===== src/rtl/vga_sync_gen_if.sv =====
// Sync bundle from the VGA timing generator to the game pipeline and the connector.
interface vga_sync_gen_if;
    logic       hsync;
    logic       vsync;
    logic       active;
    logic       vga_hsync;
    logic       vga_vsync;
    logic [9:0] col_count;
    logic [9:0] row_count;
    logic       frame_start;

    modport master (
        output hsync,
        output vsync,
        output active,
        output vga_hsync,
        output vga_vsync,
        output col_count,
        output row_count,
        output frame_start
    );

    modport slave (
        input hsync,
        input vsync,
        input active,
        input vga_hsync,
        input vga_vsync,
        input col_count,
        input row_count,
        input frame_start
    );
endinterface


===== src/rtl/vga_sync_gen.sv =====
// Free-running VGA timing generator. The column/row counters and every decode are
// registered from the same next-count values, so all outputs describe the same pixel.
module vga_sync_gen #(
    parameter int unsigned TOTAL_COLS      = 800,
    parameter int unsigned TOTAL_ROWS      = 525,
    parameter int unsigned ACTIVE_COLS     = 640,
    parameter int unsigned ACTIVE_ROWS     = 480,
    parameter int unsigned H_FRONT_PORCH   = 16,
    parameter int unsigned H_SYNC_WIDTH    = 96,
    parameter int unsigned V_FRONT_PORCH   = 10,
    parameter int unsigned V_SYNC_WIDTH    = 2,
    parameter bit          SYNC_ACTIVE_LOW = 1'b1
) (
    input  logic           i_Clk,
    input  logic           i_Reset,
    vga_sync_gen_if.master sync
);

    localparam logic [9:0] LastCol     = 10'(TOTAL_COLS - 1);
    localparam logic [9:0] LastRow     = 10'(TOTAL_ROWS - 1);
    localparam logic [9:0] ActiveCols  = 10'(ACTIVE_COLS);
    localparam logic [9:0] ActiveRows  = 10'(ACTIVE_ROWS);
    localparam logic [9:0] HPulseFirst = 10'(ACTIVE_COLS + H_FRONT_PORCH);
    localparam logic [9:0] HPulseLast  = 10'(ACTIVE_COLS + H_FRONT_PORCH + H_SYNC_WIDTH - 1);
    localparam logic [9:0] VPulseFirst = 10'(ACTIVE_ROWS + V_FRONT_PORCH);
    localparam logic [9:0] VPulseLast  = 10'(ACTIVE_ROWS + V_FRONT_PORCH + V_SYNC_WIDTH - 1);

    logic [9:0] col_q, col_d;
    logic [9:0] row_q, row_d;
    logic       col_wrap;
    logic       frame_wrap;

    logic       hsync_q, hsync_d;
    logic       vsync_q, vsync_d;
    logic       active_q, active_d;
    logic       vga_hsync_q, vga_hsync_d;
    logic       vga_vsync_q, vga_vsync_d;
    logic       frame_start_q, frame_start_d;

    logic       h_pulse;
    logic       v_pulse;

    // Next-count logic: column always advances, row advances only on a column wrap.
    always_comb begin
        col_wrap   = (col_q == LastCol);
        frame_wrap = col_wrap && (row_q == LastRow);
        col_d      = col_wrap ? 10'd0 : col_q + 10'd1;
        row_d      = row_q;
        if (col_wrap) begin
            row_d = (row_q == LastRow) ? 10'd0 : row_q + 10'd1;
        end
    end

    // Decode sync levels and porch-shaped pulses from the next counts.
    always_comb begin
        hsync_d       = (col_d < ActiveCols);
        vsync_d       = (row_d < ActiveRows);
        active_d      = hsync_d && vsync_d;
        // VSync pulse is a pure row decode, deliberately not aligned to the HSync pulse.
        h_pulse       = (col_d >= HPulseFirst) && (col_d <= HPulseLast);
        v_pulse       = (row_d >= VPulseFirst) && (row_d <= VPulseLast);
        vga_hsync_d   = h_pulse ^ SYNC_ACTIVE_LOW;
        vga_vsync_d   = v_pulse ^ SYNC_ACTIVE_LOW;
        frame_start_d = frame_wrap;
    end

    // State and output registers; reset lands on (0,0) without a frame-start strobe.
    always_ff @(posedge i_Clk) begin
        if (i_Reset) begin
            col_q         <= 10'd0;
            row_q         <= 10'd0;
            hsync_q       <= 1'b1;
            vsync_q       <= 1'b1;
            active_q      <= 1'b1;
            vga_hsync_q   <= SYNC_ACTIVE_LOW;
            vga_vsync_q   <= SYNC_ACTIVE_LOW;
            frame_start_q <= 1'b0;
        end else begin
            col_q         <= col_d;
            row_q         <= row_d;
            hsync_q       <= hsync_d;
            vsync_q       <= vsync_d;
            active_q      <= active_d;
            vga_hsync_q   <= vga_hsync_d;
            vga_vsync_q   <= vga_vsync_d;
            frame_start_q <= frame_start_d;
        end
    end

    assign sync.col_count   = col_q;
    assign sync.row_count   = row_q;
    assign sync.hsync       = hsync_q;
    assign sync.vsync       = vsync_q;
    assign sync.active      = active_q;
    assign sync.vga_hsync   = vga_hsync_q;
    assign sync.vga_vsync   = vga_vsync_q;
    assign sync.frame_start = frame_start_q;

endmodule


===== src/flat_wrapper.sv =====
// flat-port wrapper written by rule: the top's interface ports become plain ports
module vga_sync_gen_flat 
#(
    parameter int unsigned TOTAL_COLS      = 800,
    parameter int unsigned TOTAL_ROWS      = 525,
    parameter int unsigned ACTIVE_COLS     = 640,
    parameter int unsigned ACTIVE_ROWS     = 480,
    parameter int unsigned H_FRONT_PORCH   = 16,
    parameter int unsigned H_SYNC_WIDTH    = 96,
    parameter int unsigned V_FRONT_PORCH   = 10,
    parameter int unsigned V_SYNC_WIDTH    = 2,
    parameter bit          SYNC_ACTIVE_LOW = 1'b1
)
  (i_Clk, i_Reset, sync_hsync, sync_vsync, sync_active, sync_vga_hsync, sync_vga_vsync, sync_col_count, sync_row_count, sync_frame_start);
  vga_sync_gen_if sync_i ();
  input  logic i_Clk;
  input  logic i_Reset;
  output wire logic [$bits(sync_i.hsync)-1:0] sync_hsync;
  output wire logic [$bits(sync_i.vsync)-1:0] sync_vsync;
  output wire logic [$bits(sync_i.active)-1:0] sync_active;
  output wire logic [$bits(sync_i.vga_hsync)-1:0] sync_vga_hsync;
  output wire logic [$bits(sync_i.vga_vsync)-1:0] sync_vga_vsync;
  output wire logic [$bits(sync_i.col_count)-1:0] sync_col_count;
  output wire logic [$bits(sync_i.row_count)-1:0] sync_row_count;
  output wire logic [$bits(sync_i.frame_start)-1:0] sync_frame_start;
  assign sync_hsync = sync_i.hsync;
  assign sync_vsync = sync_i.vsync;
  assign sync_active = sync_i.active;
  assign sync_vga_hsync = sync_i.vga_hsync;
  assign sync_vga_vsync = sync_i.vga_vsync;
  assign sync_col_count = sync_i.col_count;
  assign sync_row_count = sync_i.row_count;
  assign sync_frame_start = sync_i.frame_start;
  vga_sync_gen #(.TOTAL_COLS(TOTAL_COLS), .TOTAL_ROWS(TOTAL_ROWS), .ACTIVE_COLS(ACTIVE_COLS), .ACTIVE_ROWS(ACTIVE_ROWS), .H_FRONT_PORCH(H_FRONT_PORCH), .H_SYNC_WIDTH(H_SYNC_WIDTH), .V_FRONT_PORCH(V_FRONT_PORCH), .V_SYNC_WIDTH(V_SYNC_WIDTH), .SYNC_ACTIVE_LOW(SYNC_ACTIVE_LOW)) u_core (.i_Clk(i_Clk), .i_Reset(i_Reset), .sync(sync_i));
endmodule

===== config.mk =====
export PLATFORM = sky130hd
export DESIGN_NAME = vga_sync_gen_flat
export DESIGN_NICKNAME = d
export VERILOG_FILES = /design/src/rtl/vga_sync_gen_if.sv /design/src/rtl/vga_sync_gen.sv /design/src/flat_wrapper.sv
export SDC_FILE = /design/constraint.sdc
export NUM_CORES = 1
export LEC_CHECK = 0
export ABC_AREA = 1
export CAP_MARGIN = 20
export CELL_PAD_IN_SITES_DETAIL_PLACEMENT = 1
export CELL_PAD_IN_SITES_GLOBAL_PLACEMENT = 1
export CORE_ASPECT_RATIO = 1.2
export CORE_MARGIN = 4
export CORE_UTILIZATION = 32
export DETAILED_ROUTE_END_ITERATION = 16
export PLACE_DENSITY_LB_ADDON = 0.1
export SLEW_MARGIN = 20
export SYNTH_ARGS = -nofsm -noshare
export SYNTH_HDL_FRONTEND = slang
export SYNTH_SLANG_ARGS = --single-unit

===== constraint.sdc =====
create_clock -name i_Clk -period 1.65 [get_ports i_Clk]
set_input_delay 0.165 -clock i_Clk [delete_from_list [all_inputs] [get_ports i_Clk]]
set_output_delay 0.165 -clock i_Clk [all_outputs]
set_load 0.05 [all_outputs]

==> flow_summary_export.csv <==
group,metric,value,unit
die,start_util,33.3,%
critical_path,arrival,1.83,ns
power,ir_worst_vdd,395,uV
sta,hold_violations,0,
synth,syn_avg_cell_area,6.59,sq um
die,die_w,68.8,microns
sta,fin_ws,-0.000529,ns
clock_network,cts-buffers-inserted,3,
critical_path,crit_path_start,"u_core.sync.col_count[1]",
sta,fin_crit_sh,100,%
synth,yosysTopAreaCell,"dfxtp_1",
route,first_pass_iters,4,
clock_network,cts_tree,"done",
finish,final_nets,275,
synth,synthTopCellsByArea,"dfxtp_1, nand2_1, inv_1",
critical_path,worstReg2RegEnd,"u_core.sync.vga_vsync",
finish,drive_gt1_share,36.6,%
finish,final_area,2090,sq um
sta,finalSetupViolations,1,
global_routing,grt_max_degree,16,
clock_network,cts.sinks,26,
critical_path,crit_required,1.83,ns
synth,synth_edf_count,0,
route,drc_errors,0,
finish,post-route-util,49.0,%
die,dieArea,5560,sq um
synth,synth-main-ff-cell,"dfxtp_1",
sta,maxSlewViolCount,0,
clock_network,path_clk_slew,0.10,ns
synth,synth_common_cells,"nand2_1, inv_1, nor2_1, dfxtp_1, nand3_1",
synth,yosysTopAreaCellShare,36.7,%
global_routing,grt_pass1_vias,1586,
global_routing,track_usage,16.7,%
critical_path,cp-endpoint,"u_core.sync.vga_vsync",
route,num_vias,1478,
sta,finalCriticalPeriod,1.65,ns
die,io_pins,28,
synth,yosysUniqueCellTypes,26,
critical_path,crit_path_end_kind,"register",
power,leakagePower,0.000971,uW
synth,async_flop_share,0,%
sta,fin_hold_ws,0.549,ns
global_routing,globalRouteOverflowTotal,0,
placement,place_hpwl,3.29,mm
finish,area_growth,47.4,%
critical_path,worst-setup-path-type,"register to register",
critical_path,regToRegSetupSlack,-0.0005,ns
status,outcome,"finished, violations left",
placement,placed_area,1920,sq um
die,rows,26,
critical_path,cp_max_fo,5,
die,coreArea,4260,sq um
sta,fin_tns_setup,-0.000529,ns
synth,synth_fp_nets,221,
clock_network,htreeDepth,1,
synth,synth.most_common_cell,"nand2_1",
clock_network,insertion_delay,0.28,ns
placement,place_ws,-0.0208,ns
route,vias_per_cell,4.56,
route,postRouteAntennaNets,0,
clock_network,postCtsHoldBufs,0,
placement,numPortBuffers,27,
route,wirelength,4.14,mm
critical_path,crit_path_start_kind,"register",
synth,ys_seq_area_share,36.7,%
placement,gp_congestion,0.797,
sta,slew_headroom,66.9,%
sta,tightest_slew,0.495,ns
synth,ys.warnings.count,0,
sta,fmax,606,MHz
synth,synthCells,215,
sta,grt_setup_unrepaired,"yes",
global_routing,grt_pass1_wl,7.00,mm
critical_path,r2r_cells,11,
global_routing,antenna_found_initial,0,
clock_network,root_buffer,"clkbuf_8",
critical_path,r2r-start,"u_core.sync.col_count[1]",
route,initialDrtViolationCount,36,
min_path,hold_path.class,"register to register",
synth,syn_area,1420,sq um
synth,ys_ff_latch,26,
die,fp.dieH,80.9,microns
status,failed_checks,"negative setup slack",
flow_run,cap_violations,0,
finish,antenna_cells,0,
clock_network,cts_buffer_depth,2,
power,power_density,572,nW/um^2
sta,fin_skew,0.00919,ns
route,wire_per_inst,12.8,microns
## registers in the layout (all words and copies together) (netlist names)
register	cells
u_core.sync.col_count	10
u_core.sync.row_count	10
u_core.sync.hsync	1
u_core.sync.vsync	1
u_core.sync.active	1
u_core.sync.frame_start	1
u_core.sync.vga_hsync	1
u_core.sync.vga_vsync	1
## report_power, final
| part | leakage, uW | switching [uW] | internal [uW] |
|---|---|---|---|
| Sequential | 0.000219 | 6.59 | 631 |
| Clock | 0.0000339 | 224 | 265 |
| Combinational | 0.000718 | 45.4 | 24.5 |
| Total | 0.000971 | 276 | 921 |
## placed cells by master, fill, tap and decap left out, types with 3 or more instances in the layout
cell type,Yosys,final
nand2_2,3,6
dfxtp_1,26,10
inv_2,1,3
clkbuf_8,0,3
nor2_2,2,5
nand3_1,22,21
nor3_1,3,3
dfxtp_2,0,13
nand4_1,6,6
inv_1,36,34
nand2_1,51,46
nor2_1,36,31
clkdlybuf4s50_1,0,7
buf_4,0,43
dfxtp_4,0,3
a21oi_1,6,5
nor2_4,3,5
## logic make-up after synthesis
kind of cell,after synthesis,share of synthesized area [%]
flip-flops,26,36.7
adder cells (fa/ha/maj),4,3.53
buffers and inverters,41,11.5
AND/OR/NAND/NOR,132,42.7
AO/OA/AOI/OAI,9,3.71
XOR/XNOR,3,1.85
## how the worst min path moves through the flow
stage | start | endpoint | slack, ns | depth (start not counted)
after floorplan | i_Reset | u_core.sync.col_count[4] | 0.44 | 2
after global placement | u_core.sync.row_count[4] | u_core.sync.row_count[4] | 0.52 | 2
after detailed placement | u_core.sync.row_count[4] | u_core.sync.row_count[4] | 0.53 | 2
after CTS | u_core.sync.row_count[4] | u_core.sync.row_count[4] | 0.55 | 2
after global routing | u_core.sync.col_count[2] | u_core.sync.col_count[2] | 0.60 | 2
final | u_core.sync.col_count[2] | u_core.sync.col_count[2] | 0.55 | 2
## worst max-delay path, cell delays in order, from the launching register on
cell and delay [ns]:
dfxtp_4 0.37, ha_4 0.14, nand2_4 0.06, nor2_4 0.12, inv_2 0.06, nor2_4 0.15
buf_6 0.14, nand4_1 0.13, nand3_4 0.16, nand2_4 0.06, nor2_4 0.11, nand2_1 0.06
## per-stage QoR
| stage | power, uW | cells |
|---|---|---|
| global placement | 720 | 316 |
| detailed placement | 722 | 316 |
| finish | 1200 | 324 |
| floorplan | 696 | 215 |
| CTS | 1220 | 321 |
| global route | 1240 | 324 |
## final cells by class
cell class              instances  area, sq um
fillers                       562         2170
multi-input cells             148          822
flip-flops and latches         26          548
repair buffers                 53          444
inverters                      37          139
well taps                      56         70.1
clock buffers                   4         66.3
## metal layers
layer	track usage (%)	part of all wire (%)	vias to the layer above
met5	0	0	-
met4	4.68	1.3	0
met3	2.77	2.8	5
met2	33.9	56	17
met1	16.5	40	692
li1	-	-	764
## what timing repair did
action	CTS	global route
gates resized for setup	4	18
pin swaps	0	9
buffers inserted	1	3
setup endpoints to repair	3	7
Note: power is estimated with default switching activity, not from simulation.
